===== src/rtl/regfile_scoreboard.sv =====
// Purpose : register file with NUM_RD combinational read ports, one write-back port,
//           write-through forwarding and a per-register pending-write scoreboard.
// Latency : reads and hazard flags are combinational (0 cycles); writes, pending bits
//           and pendingCount update on the rising edge of clk.
// Backpressure: none; the hazard flags tell the hazard unit when to stall issue.
//
// Ports:
//   clk, rst                 clock, synchronous active-high reset
//   src / res / hazard       per read port: index in, data out, outstanding-write flag
//   writeBackEn/destWB/valueWB   write-back port (also clears the pending bit)
//   issueEn/issueDest        marks a destination register pending at issue
//   pendingCount/anyPending  number of pending registers and its nonzero flag
module regfile_scoreboard #(
  parameter int DATA_W = 32,
  parameter int ADDR_W = 4,
  parameter int NUM_RD = 2,
  parameter int CNT_W  = ADDR_W + 1
) (
  input  logic                     clk,
  input  logic                     rst,
  input  logic [NUM_RD*ADDR_W-1:0] src,
  output logic [NUM_RD*DATA_W-1:0] res,
  output logic [NUM_RD-1:0]        hazard,
  input  logic                     writeBackEn,
  input  logic [ADDR_W-1:0]        destWB,
  input  logic [DATA_W-1:0]        valueWB,
  input  logic                     issueEn,
  input  logic [ADDR_W-1:0]        issueDest,
  output logic [CNT_W-1:0]         pendingCount,
  output logic                     anyPending
);

  localparam int NREG = 2 ** ADDR_W;

  logic [DATA_W-1:0] mem_q [NREG];
  logic [NREG-1:0]   pending_q, pending_d;
  logic [CNT_W-1:0]  count_q, count_d;
  logic              cnt_inc, cnt_dec;

  // Read ports: a write to the same index this cycle is forwarded, and the
  // register then reads as ready because its data is already available.
  for (genvar k = 0; k < NUM_RD; k++) begin : g_rd
    logic [ADDR_W-1:0] idx;
    logic              byp;
    assign idx = src[k*ADDR_W +: ADDR_W];
    assign byp = writeBackEn && (destWB == idx);
    assign res[k*DATA_W +: DATA_W] = byp ? valueWB : mem_q[idx];
    assign hazard[k] = pending_q[idx] && !byp;
  end

  // Clear is applied before set, so an issue to the register being written
  // back leaves it pending: the newer instruction owns the register.
  always_comb begin
    pending_d = pending_q;
    if (writeBackEn) pending_d[destWB] = 1'b0;
    if (issueEn)     pending_d[issueDest] = 1'b1;
  end

  // Incremental count: only real 0->1 and 1->0 transitions move the counter.
  // WAW issues and write-backs to idle registers leave it alone, and a
  // set/clear collision on one register is a net zero.
  always_comb begin
    cnt_inc = issueEn && !pending_q[issueDest];
    cnt_dec = writeBackEn && pending_q[destWB] &&
              !(issueEn && (issueDest == destWB));
    count_d = count_q + CNT_W'(cnt_inc) - CNT_W'(cnt_dec);
  end

  always_ff @(posedge clk) begin
    if (rst) begin
      for (int i = 0; i < NREG; i++) mem_q[i] <= '0;
      pending_q <= '0;
      count_q   <= '0;
    end else begin
      if (writeBackEn) mem_q[destWB] <= valueWB;
      pending_q <= pending_d;
      count_q   <= count_d;
    end
  end

  assign pendingCount = count_q;
  assign anyPending   = (count_q != '0);

endmodule


===== config.mk =====
export PLATFORM = sky130hd
export DESIGN_NAME = regfile_scoreboard
export DESIGN_NICKNAME = d
export VERILOG_FILES = /design/src/rtl/regfile_scoreboard.sv
export SDC_FILE = /design/constraint.sdc
export NUM_CORES = 1
export LEC_CHECK = 0
export BUFFER_PORTS_ARGS = -buffer_cell sky130_fd_sc_hd__buf_2
export CAP_MARGIN = 0
export CELL_PAD_IN_SITES_DETAIL_PLACEMENT = 1
export CELL_PAD_IN_SITES_GLOBAL_PLACEMENT = 2
export CORE_ASPECT_RATIO = 0.8
export CORE_MARGIN = 4
export CORE_UTILIZATION = 33
export DETAILED_ROUTE_END_ITERATION = 10
export PLACE_DENSITY = 0.72
export SETUP_SLACK_MARGIN = 0.3
export SKIP_LAST_GASP = 1
export SYNTH_ARGS = -nofsm -noshare
export SYNTH_HDL_FRONTEND = slang
export SYNTH_SLANG_ARGS = --single-unit

===== constraint.sdc =====
create_clock -name clk -period 5.6 [get_ports clk]
set_input_delay 0.56 -clock clk [delete_from_list [all_inputs] [get_ports clk]]
set_output_delay 0.56 -clock clk [all_outputs]
set_load 0.01 [all_outputs]

Word-level counts from Yosys, hierarchy flattened. Memories as Yosys holds them, arrays and structs flattened. Cells that the tools add are included.

Bits in registers: 21. Memory bits (writable): 512. Bits of input ports: 52. Output and inout port bits: 72. Logic and storage cells: 57. Memories kept: 1.

$add $sub $neg: 2. Order comparisons: 6. Equal/unequal tests: 3. Mux-type cells: 24. Bitwise operators: 3. Reduce and logical (&&, ||, !) cells: 16.

Memories: mem_q (words 16, width 32, read ports 2, clocked after memory_dff 0, write ports 16, line 35) `logic [DATA_W-1:0] mem_q [NREG];`.

Operator list (number): $mux 32 (3); $mux 16 (2); $reduce_or 32->1 (1); $lt 4x5->1 const B (4); $and 16x16->16 (1); $bmux 1 s4 (4); $not 16->16 (1); $or 16x16->16 (1); $eq 4x4->1 (3); $mux 1 (12); $logic_and 1x1->1 (10); $demux 1 s4 (2); $ge 4x1->1 const B (2); $add 5x1->5 (1); $reduce_bool 5->1 (1); $sub 5x1->5 (1); $logic_not 1->1 (4); $mux 4 (1).

Logic depth before layout (Yosys ltp).
Word-level depth: 9. Gate-level depth with buffers: 14. Mapped depth without buffers: 12.

Worst setup path after synthesis. Ideal clock, no wire load.

Path kind: input to register. Start: in issueDest[0]. End: reg count_q[4] (netlist: pendingCount[4]). Setup time: 0.070 ns. Arrival: 3.595 ns. Path slack: 1.935 ns. Stages: 12. Cells stage by stage: clkbuf_1 -> mux4_2 -> mux4_2 -> nand2b_1 -> ha_1 -> inv_1 -> ha_1 -> fa_1 -> a21oi_1 -> nor2_1 -> or3_1 -> a21oi_1.

Longest elaborated chain between the ends: 6. Elaborated cells on any way between the ends: 10.

RTL lines: from (decl) (line 28) `input logic [ADDR_W-1:0] issueDest,`; $bmux 1 s4 (line 63) `cnt_inc = issueEn && !pending_q[issueDest];`; $mux 1 (implied by the code) (line 63); $logic_not 1->1 (line 63); $logic_and 1x1->1 (line 63); $add 5x1->5 (line 66) `count_d = count_q + CNT_W'(cnt_inc) - CNT_W'(cnt_dec);`; $sub 5x1->5 * (line 66); to (signal assigned) (line 77) `count_q <= count_d;`; to (decl) (line 37) `logic [CNT_W-1:0] count_q, count_d;`.

Mark *: on every way between the ends. The rest lies on a longest branch, timed or not. The select of a mux whose other input is x is not followed. A chain may end at the register's enable or synchronous reset.

Final worst setup path.
Start: in src[4]. End: out res[48].

Longest elaborated chain between the ends: 3. Elaborated cells on any way between the ends: 4.

RTL lines: from (decl) (line 21) `input logic [NUM_RD*ADDR_W-1:0] src,`; branches (longest 2 deep; another with $mem_v2 16x32); $mux 32 * (line 47) `assign res[k*DATA_W +: DATA_W] = byp ? valueWB : mem_q[idx];`; to (decl) (line 22) `output logic [NUM_RD*DATA_W-1:0] res,`.

Mark *: on every way between the ends.

==> parameters.txt <==
Parameter                              Value

Yosys
  Average cell area after synthesis    roughly 15 µm²
  Proportion of netlist area held by the largest area contributor    0.528
  Main synth FF type    sky130_fd_sc_hd__edfxtp_1
  Syn_nets    about 2000
  Cell type with the largest total area after synthesis    sky130_fd_sc_hd__edfxtp_1
  Number of unique standard cell types used by synthesis    40
  Largest cells by area after synthesis    sky130_fd_sc_hd__edfxtp_1, sky130_fd_sc_hd__mux4_2, sky130_fd_sc_hd__and2_1
  Gate Count Post-Synth    1919
  Combined area of all synthesized cells    29100 µm²
  Total of warnings raised by yosys    0
  Flops & latches, synth    about 530
  Fraction of registers with async set or reset after synthesis    0
  EDFF count, synth    between 500 and 600
  Part of the Yosys area used for sequential elements    0.542
  Top cells by instance count after synthesis    sky130_fd_sc_hd__and2_1, sky130_fd_sc_hd__edfxtp_1, sky130_fd_sc_hd__mux4_2

Worst setup path
  Critical-path top delay cell    sky130_fd_sc_hd__mux4_1
  Classification of the worst setup path    in2out
  Register-to-register setup slack    about 2300 ps
  Data required, critical path    ~5000 ps
  Setup crit start kind    input pin
  Critical Path AT    3140 ps
  Worst-path fanout max    51
  Cell Chain, Critical Path    clkbuf_8 > buf_4 > mux4_1 > a22oi_1 > nand2_1 > mux2_2 > buf_2
  Kind of capture point of the worst setup path    primary output
  Maximum single-stage delay on the critical path    roughly 630 ps

Route
  Via-per-instance ratio    ~5.7
  Routed via count    around 18000
  Total DRC errors in the routed layout    0
  Post-detailed-route count of antenna-violating nets    0
  Detailed-route wire length per cell    ~30 µm
  Initial DRT Pass Iterations    5
  Number of DRC violations after detailed-routing iteration 0    1791
  Post-detailed-routing wire length    between 90 and 100 mm

Power
  Worst supply voltage drop on vdd    0.246 mV
  Static leakage power    11.4 nW
  Pwr per Cell Area    297 nW/µm²

Placement
  Half-perimeter wire length after placement    55.4 mm
  Port-buffer cells    123
  Area of placed instances    a little over 30000 µm²
  Gp weighted congestion    0.768

GRT
  Vias in the first global route    between 15000 and 20000
  Maximum number of pins on one net before global-route repair    approximately 70
  Global routing usage summed across all routing layers    0.208
  Wire length of the first global-routing pass    around 140 mm
  Number of antenna violations at the first check in global routing    6
  GR Overflow Total    0

Floorplanning
  Floorplan core area    87500 µm²
  Starting utilization of the core area    0.333
  DIE AREA    between 90000 and 100000 µm²
  Vert. Die Dim    274 µm
  Chip Width    340 µm
  I/O pin count    roughly 120
  Site row count    97

Timing
  Count of endpoints failing setup in the final report    0
  Final clock skew    7.68 ps
  Ratio of final minimum period to clock period    0.660
  Setup Total Neg Slack    0 ps
  Final Max Slew Viols    0
  Worst slack on hold paths    around 310 ps
  Final Hold Vio Count    0
  Transition time at the pin with the least slew margin    about 1200 ps
  Highest clock frequency the design can meet    around 0.27 GHz
  Time the worst path needs with I/O delays and setup    ~3700 ps
  Tightest slew margin relative to the limit    0.221
  Unrepaired setup endpoints after global routing    no

Finish
  Layout Area Growth over Synthesis    12.5%
  Fraction of layout instances using a drive strength above 1    0.300
  Fin area    between 30000 and 40000 µm²
  Filler cell count    roughly 8800
  Area used by multi-input combinational logic    12600 µm²
  Storage cell area    15800 µm²
  NumNets Final    2033

Clock tree
  Sink count of the clock tree    533
  Clock tree buffer depth    3
  Post-CTS resize count    0
  Clock slew at the register clock pins of the worst setup and hold paths    60 ps
  Number of levels in the clock H-tree    2
  Post-CTS Setup Repair Bufs    0
  TritonCTS clock tree    yes
  Clock root buffer master    sky130_fd_sc_hd__clkbuf_16
  Number of CTS-inserted buffers    58
  Clock Latency Late Sink    610 ps
  Hold-fix buffer count after cts    0

Hold path
  Hold WC Path Type    in2reg

Run
  Max-cap check violation count    0

Outcome
  Result of the run    finished, final reports clean
## critical path, delay by kind of cell
family | cells | cell delay (ps)
buffers and inverters | 3 | 1200
multiplexers | 2 | 900
AO/OA/AOI/OAI | 1 | 260
AND/OR/NAND/NOR | 1 | 120
## power breakdown
part	switching (W)	total, W	internal [W]
registers	0.000124	0.00474	0.00461
logic	0.000754	0.00134	0.000586
clock network	0.00164	0.00367	0.00203
total	0.00251	0.00974	0.00723
## cells by family (layout without fill, tap and decap cells)
group / after synthesis / in the layout / share of synthesized area
AND/OR/NAND/NOR: 661 / 661 / 0.133
flip-flops: 533 / 533 / 0.542
multiplexers: 342 / 342 / 0.245
other: 0 / 2 / 0
AO/OA/AOI/OAI: 157 / 157 / 0.0397
buffers and inverters: 204 / 301 / 0.0329
XOR/XNOR: 15 / 15 / 0.00451
adder cells (fa/ha/maj): 7 / 7 / 0.00326
## per-stage QoR
step | setup WS (ps) | cells | total power [W] | utilization
CTS | 1820 | 3204 | 0.00983 | 0.375
global placement | 1640 | 3102 | 0.00613 | 0.355
floorplan | 1930 | 1919 | 0.00563 | -
detailed placement | 1720 | 3102 | 0.00618 | 0.355
finish | 1900 | 3206 | 0.00974 | 0.375
global route | 1710 | 3204 | 0.0101 | 0.375
## layout make-up
class,instances,area share
Antenna cell,2,0.000153
Clock buffer,73,0.0460
Clock inverter,29,0.00710
Inverter,19,0.00218
Multi-Input combinational cell,1182,0.383
Sequential cell,533,0.482
Tap cell,1188,0.0453
Timing Repair Buffer,180,0.0339
## cells in the final DEF, fill, tap and decap left out, types with 3 or more instances in the layout
master,Yosys,final
sky130_fd_sc_hd__bufinv_16,0,3
sky130_fd_sc_hd__xor2_1,6,6
sky130_fd_sc_hd__nand2b_1,7,3
sky130_fd_sc_hd__o21ai_0,9,9
sky130_fd_sc_hd__buf_12,0,3
sky130_fd_sc_hd__clkinv_1,0,9
sky130_fd_sc_hd__inv_1,19,18
sky130_fd_sc_hd__buf_4,13,54
sky130_fd_sc_hd__clkinv_2,0,12
sky130_fd_sc_hd__dfxtp_1,21,21
sky130_fd_sc_hd__nor3_2,2,4
sky130_fd_sc_hd__nor3_1,7,3
sky130_fd_sc_hd__nand2_1,79,79
sky130_fd_sc_hd__mux4_2,240,240
sky130_fd_sc_hd__a21o_2,0,8
sky130_fd_sc_hd__a21oi_1,4,4
sky130_fd_sc_hd__nand3_1,6,6
sky130_fd_sc_hd__edfxtp_1,512,512
sky130_fd_sc_hd__clkbuf_16,0,58
sky130_fd_sc_hd__xnor2_1,9,9
sky130_fd_sc_hd__a22oi_1,128,128
sky130_fd_sc_hd__clkbuf_1,138,15
sky130_fd_sc_hd__nor2b_1,11,7
sky130_fd_sc_hd__nor2_4,0,14
sky130_fd_sc_hd__buf_2,14,119
sky130_fd_sc_hd__and2_1,512,512
sky130_fd_sc_hd__mux4_1,38,38
sky130_fd_sc_hd__nand2b_2,0,4
sky130_fd_sc_hd__mux2_2,64,64
sky130_fd_sc_hd__a31o_2,3,3
sky130_fd_sc_hd__ha_1,6,6
sky130_fd_sc_hd__nor2b_4,0,4
sky130_fd_sc_hd__nor2_1,26,12
## registers in the layout, indices dropped and copies added (netlist names)
register	flops
mem_q	512
pendingCount	5
pending_q	16
## layer usage
metal  track usage  share of wire  up-vias
met5       0.00104              0        -
met4        0.0500          0.022        0
met3        0.0349          0.071      138
met2         0.359           0.50      741
met1         0.275           0.41     9776
li1              -              -     7521
## path summary, 6_finish.rpt
kind	from	end	depth (start not counted)
hold / removal	issueEn	pending_q[13]	3
setup / recovery	src[4]	res[48]	7
hold reg to reg	pending_q[1]	pending_q[1]	2
setup reg to reg	pending_q[15]	pendingCount[4]	11
(Power assumes the default switching activity.)
